--- config.mk ---
export PLATFORM = sky130hd
export DESIGN_NAME = progmem_arbiter
export DESIGN_NICKNAME = d
export VERILOG_FILES = /design/src/rtl/progmem_arbiter.sv
export SDC_FILE = /design/constraint.sdc
export NUM_CORES = 1
export LEC_CHECK = 0
export CAP_MARGIN = 25
export CORE_AREA = 2 2 101 103
export CTS_BUF_LIST = sky130_fd_sc_hd__clkbuf_2 sky130_fd_sc_hd__clkbuf_4 sky130_fd_sc_hd__clkbuf_8
export CTS_CLUSTER_SIZE = 12
export DETAILED_ROUTE_END_ITERATION = 8
export DIE_AREA = 0 0 103 105
export PLACE_DENSITY = 0.67
export SKIP_CTS_REPAIR_TIMING = 1
export SLEW_MARGIN = 15
export SYNTH_ARGS = -nofsm -noshare
export SYNTH_HDL_FRONTEND = slang
export SYNTH_SLANG_ARGS = --single-unit
--- constraint.sdc ---
create_clock -name clk -period 3.5 [get_ports clk]
set_input_delay 0.7 -clock clk [delete_from_list [all_inputs] [get_ports clk]]
set_output_delay 0.7 -clock clk [all_outputs]
set_load 0.05 [all_outputs]
--- src/rtl/progmem_arbiter.sv ---
// Round-robin arbiter sharing the program-memory slave port between the CPU bus (m0) and the
// loader/debug bus (m1), with a forced SLVERR completion when the slave stalls too long.
module progmem_arbiter #(
  parameter int unsigned ADDR_W  = 12,
  parameter int unsigned TIMEOUT = 63
) (
  input  logic              clk,
  input  logic              rst_n,
  input  logic [ADDR_W-1:0] m0_address,
  input  logic              m0_read,
  input  logic              m0_write,
  input  logic [3:0]        m0_byteenable,
  input  logic [31:0]       m0_writedata,
  output logic [31:0]       m0_readdata,
  output logic [1:0]        m0_response,
  output logic              m0_waitrequest,
  input  logic [ADDR_W-1:0] m1_address,
  input  logic              m1_read,
  input  logic              m1_write,
  input  logic [3:0]        m1_byteenable,
  input  logic [31:0]       m1_writedata,
  output logic [31:0]       m1_readdata,
  output logic [1:0]        m1_response,
  output logic              m1_waitrequest,
  output logic [ADDR_W-1:0] s_address,
  output logic              s_read,
  output logic              s_write,
  output logic [3:0]        s_byteenable,
  output logic [31:0]       s_writedata,
  input  logic [31:0]       s_readdata,
  input  logic [1:0]        s_response,
  input  logic              s_waitrequest,
  output logic              timeout_pulse
);

  localparam int unsigned CntW = $clog2(TIMEOUT + 1);

  typedef enum logic [1:0] {StIdle, StGrant0, StGrant1} state_e;

  state_e          state_q, state_d;
  logic            last_grant_q, last_grant_d;
  logic [CntW-1:0] cnt_q, cnt_d;

  logic              req0, req1;
  logic              granted, gnt1;
  logic              g_read, g_write, g_req;
  logic [ADDR_W-1:0] g_address;
  logic [3:0]        g_byteenable;
  logic [31:0]       g_writedata;
  logic              timeout, done;

  assign req0 = m0_read | m0_write;
  assign req1 = m1_read | m1_write;

  always_comb begin
    granted      = (state_q != StIdle);
    gnt1         = (state_q == StGrant1);
    g_read       = gnt1 ? m1_read       : m0_read;
    g_write      = gnt1 ? m1_write      : m0_write;
    g_address    = gnt1 ? m1_address    : m0_address;
    g_byteenable = gnt1 ? m1_byteenable : m0_byteenable;
    g_writedata  = gnt1 ? m1_writedata  : m0_writedata;
    g_req        = g_read | g_write;

    timeout = granted & g_req & s_waitrequest & (cnt_q == CntW'(TIMEOUT));
    done    = (granted & g_req & ~s_waitrequest) | timeout;

    s_address    = granted ? g_address    : '0;
    s_byteenable = granted ? g_byteenable : '0;
    s_writedata  = granted ? g_writedata  : '0;
    // Strobes drop on the forced-completion cycle so the slave never sees a half-finished access.
    s_read       = granted & g_read  & ~timeout;
    s_write      = granted & g_write & ~timeout;

    m0_readdata = '0;
    m0_response = '0;
    m1_readdata = '0;
    m1_response = '0;
    if (done && !gnt1) begin
      m0_readdata = timeout ? 32'h0 : s_readdata;
      m0_response = timeout ? 2'b10 : s_response;
    end
    if (done && gnt1) begin
      m1_readdata = timeout ? 32'h0 : s_readdata;
      m1_response = timeout ? 2'b10 : s_response;
    end

    m0_waitrequest = req0 & ~(done & ~gnt1);
    m1_waitrequest = req1 & ~(done & gnt1);
    timeout_pulse  = timeout;
  end

  always_comb begin
    state_d      = state_q;
    last_grant_d = last_grant_q;
    cnt_d        = cnt_q + CntW'(1);
    unique case (state_q)
      StIdle: begin
        cnt_d = '0;
        // On contention the master that did not win last time goes first.
        if (req0 && (!req1 || last_grant_q)) begin
          state_d      = StGrant0;
          last_grant_d = 1'b0;
        end else if (req1) begin
          state_d      = StGrant1;
          last_grant_d = 1'b1;
        end
      end
      StGrant0, StGrant1: begin
        if (!g_req || done) state_d = StIdle;
      end
      default: state_d = StIdle;
    endcase
  end

  always_ff @(posedge clk or negedge rst_n) begin
    if (!rst_n) begin
      state_q      <= StIdle;
      last_grant_q <= 1'b1;
      cnt_q        <= '0;
    end else begin
      state_q      <= state_d;
      last_grant_q <= last_grant_d;
      cnt_q        <= cnt_d;
    end
  end

endmodule

* Word level (Yosys, flattened, before mapping)
Cells that the tools add are included.
W data, S select, Z words.
** Operators by class
- $add $sub $neg :: 1
- Multiply operators :: 0
- Divide/modulo/power cells :: 0
- Order comparisons :: 0
- Eq/ne operators :: 5
- Shift operators :: 0
- Mux-type cells :: 21
- Bitwise gates (word level) :: 21
- Reduce and logical (&&, ||, !) cells :: 14
** Operator list (count)
- $mux W32 :: 5
- $mux W12 :: 2
- $and A1 B1 Y1 :: 12
- $mux W2 :: 6
- $mux W4 :: 2
- $add A6 B1 Y6 const B :: 1
- $eq A6 B6 Y1 const B :: 1
- $mux W6 :: 1
- $not A1 Y1 :: 5
- $mux W1 :: 4
- $or A1 B1 Y1 :: 4
- $pmux W2 S2 :: 1
- $reduce_and A2 Y1 :: 2
- $reduce_bool A2 Y1 :: 2
- $logic_and A1 B1 Y1 :: 3
- $logic_not A1 Y1 :: 3
- $ne A3 B3 Y1 const B :: 1
- $eq A2 B1 Y1 const B :: 1
- $eq A2 B2 Y1 const B :: 1
- $logic_not A2 Y1 :: 1
- $logic_or A1 B1 Y1 :: 2
- $ne A2 B2 Y1 const B :: 1
- $reduce_or A2 Y1 :: 1
** Storage, ports and cells
- Register bits after elaboration :: 9
- Latch bits :: 0
- RAM bits :: 0
- Bits in read-only memories :: 0
- Output and inout bits :: 121
- Logic and storage cells :: 65
- Memories kept :: 0

* Logic depth before layout (Yosys ltp)
- Depth in word-level cells :: 10
- Depth in mapped cells :: 7
- Gate-level depth less buffers :: 6

* Worst setup path after synthesis
OpenSTA, ideal clock, no wires.
- Path kind :: register -> output
- Start point :: register cnt_q[0]
- End point :: output s_read
- Arrival time :: 2125 ps
- Data required time :: 2800 ps
- Slack :: 675 ps
- Cell stages (with the launch flop) :: 5
- Cells stage by stage :: dfrtp_1 > ha_1 > and3_1 > and4_1 > nor3_1
** On the way
- Word-level cells in the longest chain between the ends :: 4
** RTL lines
- start, declared :: line 42 : logic [CntW-1:0] cnt_q, cnt_d;
- start signal, assigned :: line 124 : cnt_q <= cnt_d;
- $eq A6 B6 Y1 :: line 65 : timeout = granted & g_req & s_waitrequest & (cnt_q == CntW'(TIMEOUT));
- $and A1 B1 Y1 :: line 65
- $not A1 Y1 :: line 72 : s_read = granted & g_read & ~timeout;
- $and A1 B1 Y1 :: line 72
- end, declared :: line 26 : output logic s_read,
No other way between the ends.

* Worst setup path in the final report
- Start point :: register state_q[0]
- End point :: output m1_waitrequest
** On the way
- Word-level cells in the longest chain between the ends :: 10
** RTL lines
- start, declared :: line 40 : state_e state_q, state_d;
- start signal, assigned :: line 118 : state_q <= StIdle;
- start signal, assigned :: line 122 : state_q <= state_d;
- $eq A2 B2 Y1 :: line 57 : gnt1 = (state_q == StGrant1);
- $mux W1, on equally long branches :: line 58, 59
- $or A1 B1 Y1 :: line 63 : g_req = g_read | g_write;
- $and A1 B1 Y1 :: line 65, 66
- $and A1 B1 Y1 (2 in a row) :: line 65
- $or A1 B1 Y1 :: line 66 : done = (granted & g_req & ~s_waitrequest) | timeout;
- $and A1 B1 Y1 (*) :: line 89 : m1_waitrequest = req1 & ~(done & gnt1);
- $not A1 Y1 (*) :: line 89
- $and A1 B1 Y1 (*) :: line 89
- end, declared :: line 24 : output logic m1_waitrequest,
Mark *: on every way between the ends. The rest lies on a longest branch, timed or not.

==> impl_metrics.env <==
export IMPL_vias_per_cell=4.299
export IMPL_slew_headroom_pct=65.74
export IMPL_fin_tns_setup_ns=0
export IMPL_startpoint="state_q[0]$_DFFE_PN0P_"
export IMPL_synthCells=251
export IMPL_dpl_hpwl_mm=8.265
export IMPL_synthTopCellsByArea="mux2i_1 (28%), and2_1 (23%), nor2_1 (12%)"
export IMPL_final_hold_violation_count=0
export IMPL_power_frac_seq_pct=4.8
export IMPL_clkLatencyLatePin_ns=0.25
export IMPL_tightest_slew_ns=0.5123
export IMPL_cp_max_fo=17
export IMPL_fin_nets=640
export IMPL_core_um2=9639
export IMPL_dr_wl_met2_mm=5.119
export IMPL_leakage_nw=2.094
export IMPL_synth_edf_count=0
export IMPL_worstSetupEndpointType="output port"
export IMPL_die_w_um=103
export IMPL_hold_path_cell_count=1
export IMPL_drc=0
export IMPL_h_tree_depth=1
export IMPL_comb_power_share_pct=91.1
export IMPL_final_max_slew_viol_count=0
export IMPL_start_kind="register"
export IMPL_cpMaxStageDelayCell="clkdlybuf4s50_1"
export IMPL_io_pins=258
export IMPL_grt_antenna_before_repair=1
export IMPL_gr_total_overflow=0
export IMPL_place_area_um2=5189
export IMPL_fp_dieH_um=105
export IMPL_timing_hold_ws_ns=0.4715
export IMPL_drive_gt1_share_pct=19.24
export IMPL_min_period_ns=3.148
export IMPL_path_clk_slew_ns=0.05
export IMPL_synth_cell_types=38
export IMPL_grt_max_degree=48
export IMPL_syn_to_final_growth_pct=188.8
export IMPL_skew_ns=0.003337
export IMPL_rows=36
export IMPL_rrSetupSlack_ns=1.78
export IMPL_wl_mm=9.332
export IMPL_yosysSeqAreaShare_pct=12.48
export IMPL_detail_route_wl_per_cell_um=14.74
export IMPL_path_cells="inv_1 > ha_2 > inv_1 > a31oi_1 > clkdlybuf4s50_1"
export IMPL_p_sw_share_pct=57.79
export IMPL_wirelength_met1_mm=3.105
export IMPL_intPower_mw=1.406
export IMPL_num_fill_cells=894
export IMPL_gp_congestion=0.8041
export IMPL_rr_worst_depth=6
export IMPL_cts_buffer_depth=2
export IMPL_initial_core_util_pct=18.82
export IMPL_cap_viol_max_count=0
export IMPL_switchingPower_mw=1.925
export IMPL_postRouteAntennaNets=0
export IMPL_grt_pass1_wl_mm=14.02
export IMPL_status="complete, no violations"
export IMPL_first_iter_violations=146
export IMPL_cts_tree="built"
export IMPL_fin_crit_sh_pct=89.95
export IMPL_critPathKind="register to output port"
export IMPL_syn_num_nets=391
export IMPL_synthTopCellsByCount="and2_1 (66), nor2_1 (57), mux2i_1 (50)"
export IMPL_yosysMostFrequentCell="and2_1"
export IMPL_track_usage_pct=16.43
export IMPL_postLayoutCellArea_um2=5240
export IMPL_crit_path_max_incr_delay_ns=0.83
export IMPL_numClockSinks=9
export IMPL_r2r_start="state_q[0]$_DFFE_PN0P_"
export IMPL_min_to="cnt_q[0]$_DFF_PN0_"
export IMPL_peakVddDrop_v=0.0004037
export IMPL_synth_top_area_share_pct=27.59
export IMPL_clkPwrFrac_pct=4.2
export IMPL_final_util_pct=54.36
export IMPL_fmax_mhz=317.7
export IMPL_power_density_nw_per_um2=635.7
export IMPL_wl_met3_um=971
export IMPL_die_area_um2=10820
export IMPL_ys_ff_latch=9
export IMPL_synth_ff_type="dfrtp_1"
export IMPL_path_delay_family="buffers and inverters"
export IMPL_power_total_mw=3.331
export IMPL_min_from="cnt_q[0]$_DFF_PN0_"
export IMPL_finalSetupViolCount=0
export IMPL_cp_buffers_inverters=3
export IMPL_syn_avg_cell_area_um2=7.228
export IMPL_cts_buffers=3
export IMPL_cp_common_cell="inv_1"
export IMPL_cp_data_arrival_time_ns=2.45
export IMPL_drt_pass1_iter_count=6
export IMPL_synth_top_cell_by_area="mux2i_1"
export IMPL_synth_warnings=0
export IMPL_worstHoldPathType="register to register"
export IMPL_syn_area_um2=1814
export IMPL_rsz0062_at_grt="no"
export IMPL_cts_root_buf="clkbuf_8"
export IMPL_ys_async_sr_fraction_pct=100.0
export IMPL_grt_pass1_vias=2797
export IMPL_reg2reg_to="state_q[1]$_DFFE_PN0P_"
export IMPL_vias=2721
export IMPL_crit_required_ns=2.80
export IMPL_top_layer="met4"
export IMPL_portBuffers=257
## power groups by stage
stage / Clock, mW / Sequential (mW) / Combinational, mW
3_5_place_dp: 0 / 0.159 / 3.06
6_report: 0.138 / 0.159 / 3.03
2_1_floorplan: 0 / 0.152 / 1.90
4_1_cts: 0.136 / 0.158 / 3.06
3_3_place_gp: 0 / 0.158 / 3.03
5_1_grt: 0.141 / 0.164 / 3.19
## cell usage in the layout, fill, tap and decap left out, types with 3 or more instances in the layout
| cell type | n |
|---|---|
| clkdlybuf4s50_1 | 181 |
| buf_12 | 69 |
| and2_1 | 66 |
| nor2_1 | 57 |
| mux2i_1 | 50 |
| buf_4 | 13 |
| dfrtp_1 | 8 |
| inv_1 | 5 |
| nor3_1 | 4 |
| a21oi_1 | 4 |
| xnor2_1 | 3 |
| nand2_1 | 3 |
| clkbuf_8 | 3 |
## routing by layer
| layer | vias up | GRT usage (%) |
|---|---|---|
| met3 | 11 | 4.548 |
| met4 | 0 | 4.229 |
| met1 | 1207 | 16.46 |
| met2 | 171 | 32.14 |
| li1 | 1332 | - |
| met5 | - | 0 |
## worst register-to-register path, delay by kind of cell, from the launching register on
family | cells | cell delay [ns]
flops | 1 | 0.40
compound gates | 2 | 0.51
fa+ha+maj | 1 | 0.31
simple gates | 2 | 0.30
buf+inv | 1 | 0.14
## stage by stage
step,std cells,setup slack (ns)
6_report,633,0.3519
5_1_grt,633,0.2213
4_1_cts,632,0.3512
3_5_place_dp,628,0.4386
3_3_place_gp,628,0.4344
2_1_floorplan,251,0.6749
## cells by family after synthesis
group | Yosys count | share of synthesized area, %
AND/OR/NAND/NOR | 144 | 42.90
multiplexers | 50 | 27.59
flip-flops | 9 | 12.48
AO/OA/AOI/OAI | 17 | 6.622
buffers and inverters | 24 | 6.414
XOR/XNOR | 4 | 1.931
adder cells (fa/ha/maj) | 3 | 2.069
## sequential cells by signal (all words and copies together), names as in the netlist
name and cells:
state_q 2, last_grant_q 1, cnt_q 6
## worst max-delay path by stage
stage / to / slack [ns] / cells past startpoint
finish: m1_waitrequest / 0.35 / 5
floorplan: s_read / 0.67 / 4
global route: m1_waitrequest / 0.22 / 5
CTS: m1_waitrequest / 0.35 / 5
detailed placement: m1_waitrequest / 0.44 / 4
global placement: m1_waitrequest / 0.43 / 4
## cell type report
cell class	instances	area, µm²	share of cell area [%]
antenna	1	2.502	0.04776
inverter	5	18.77	0.3582
tap	133	166.4	3.176
clock buffer	4	48.80	0.9312
timing repair buffer	263	3291	62.80
multi-input combinational	218	1486	28.37
sequential	9	226.5	4.322
Note: power is estimated with default switching activity, not from simulation.
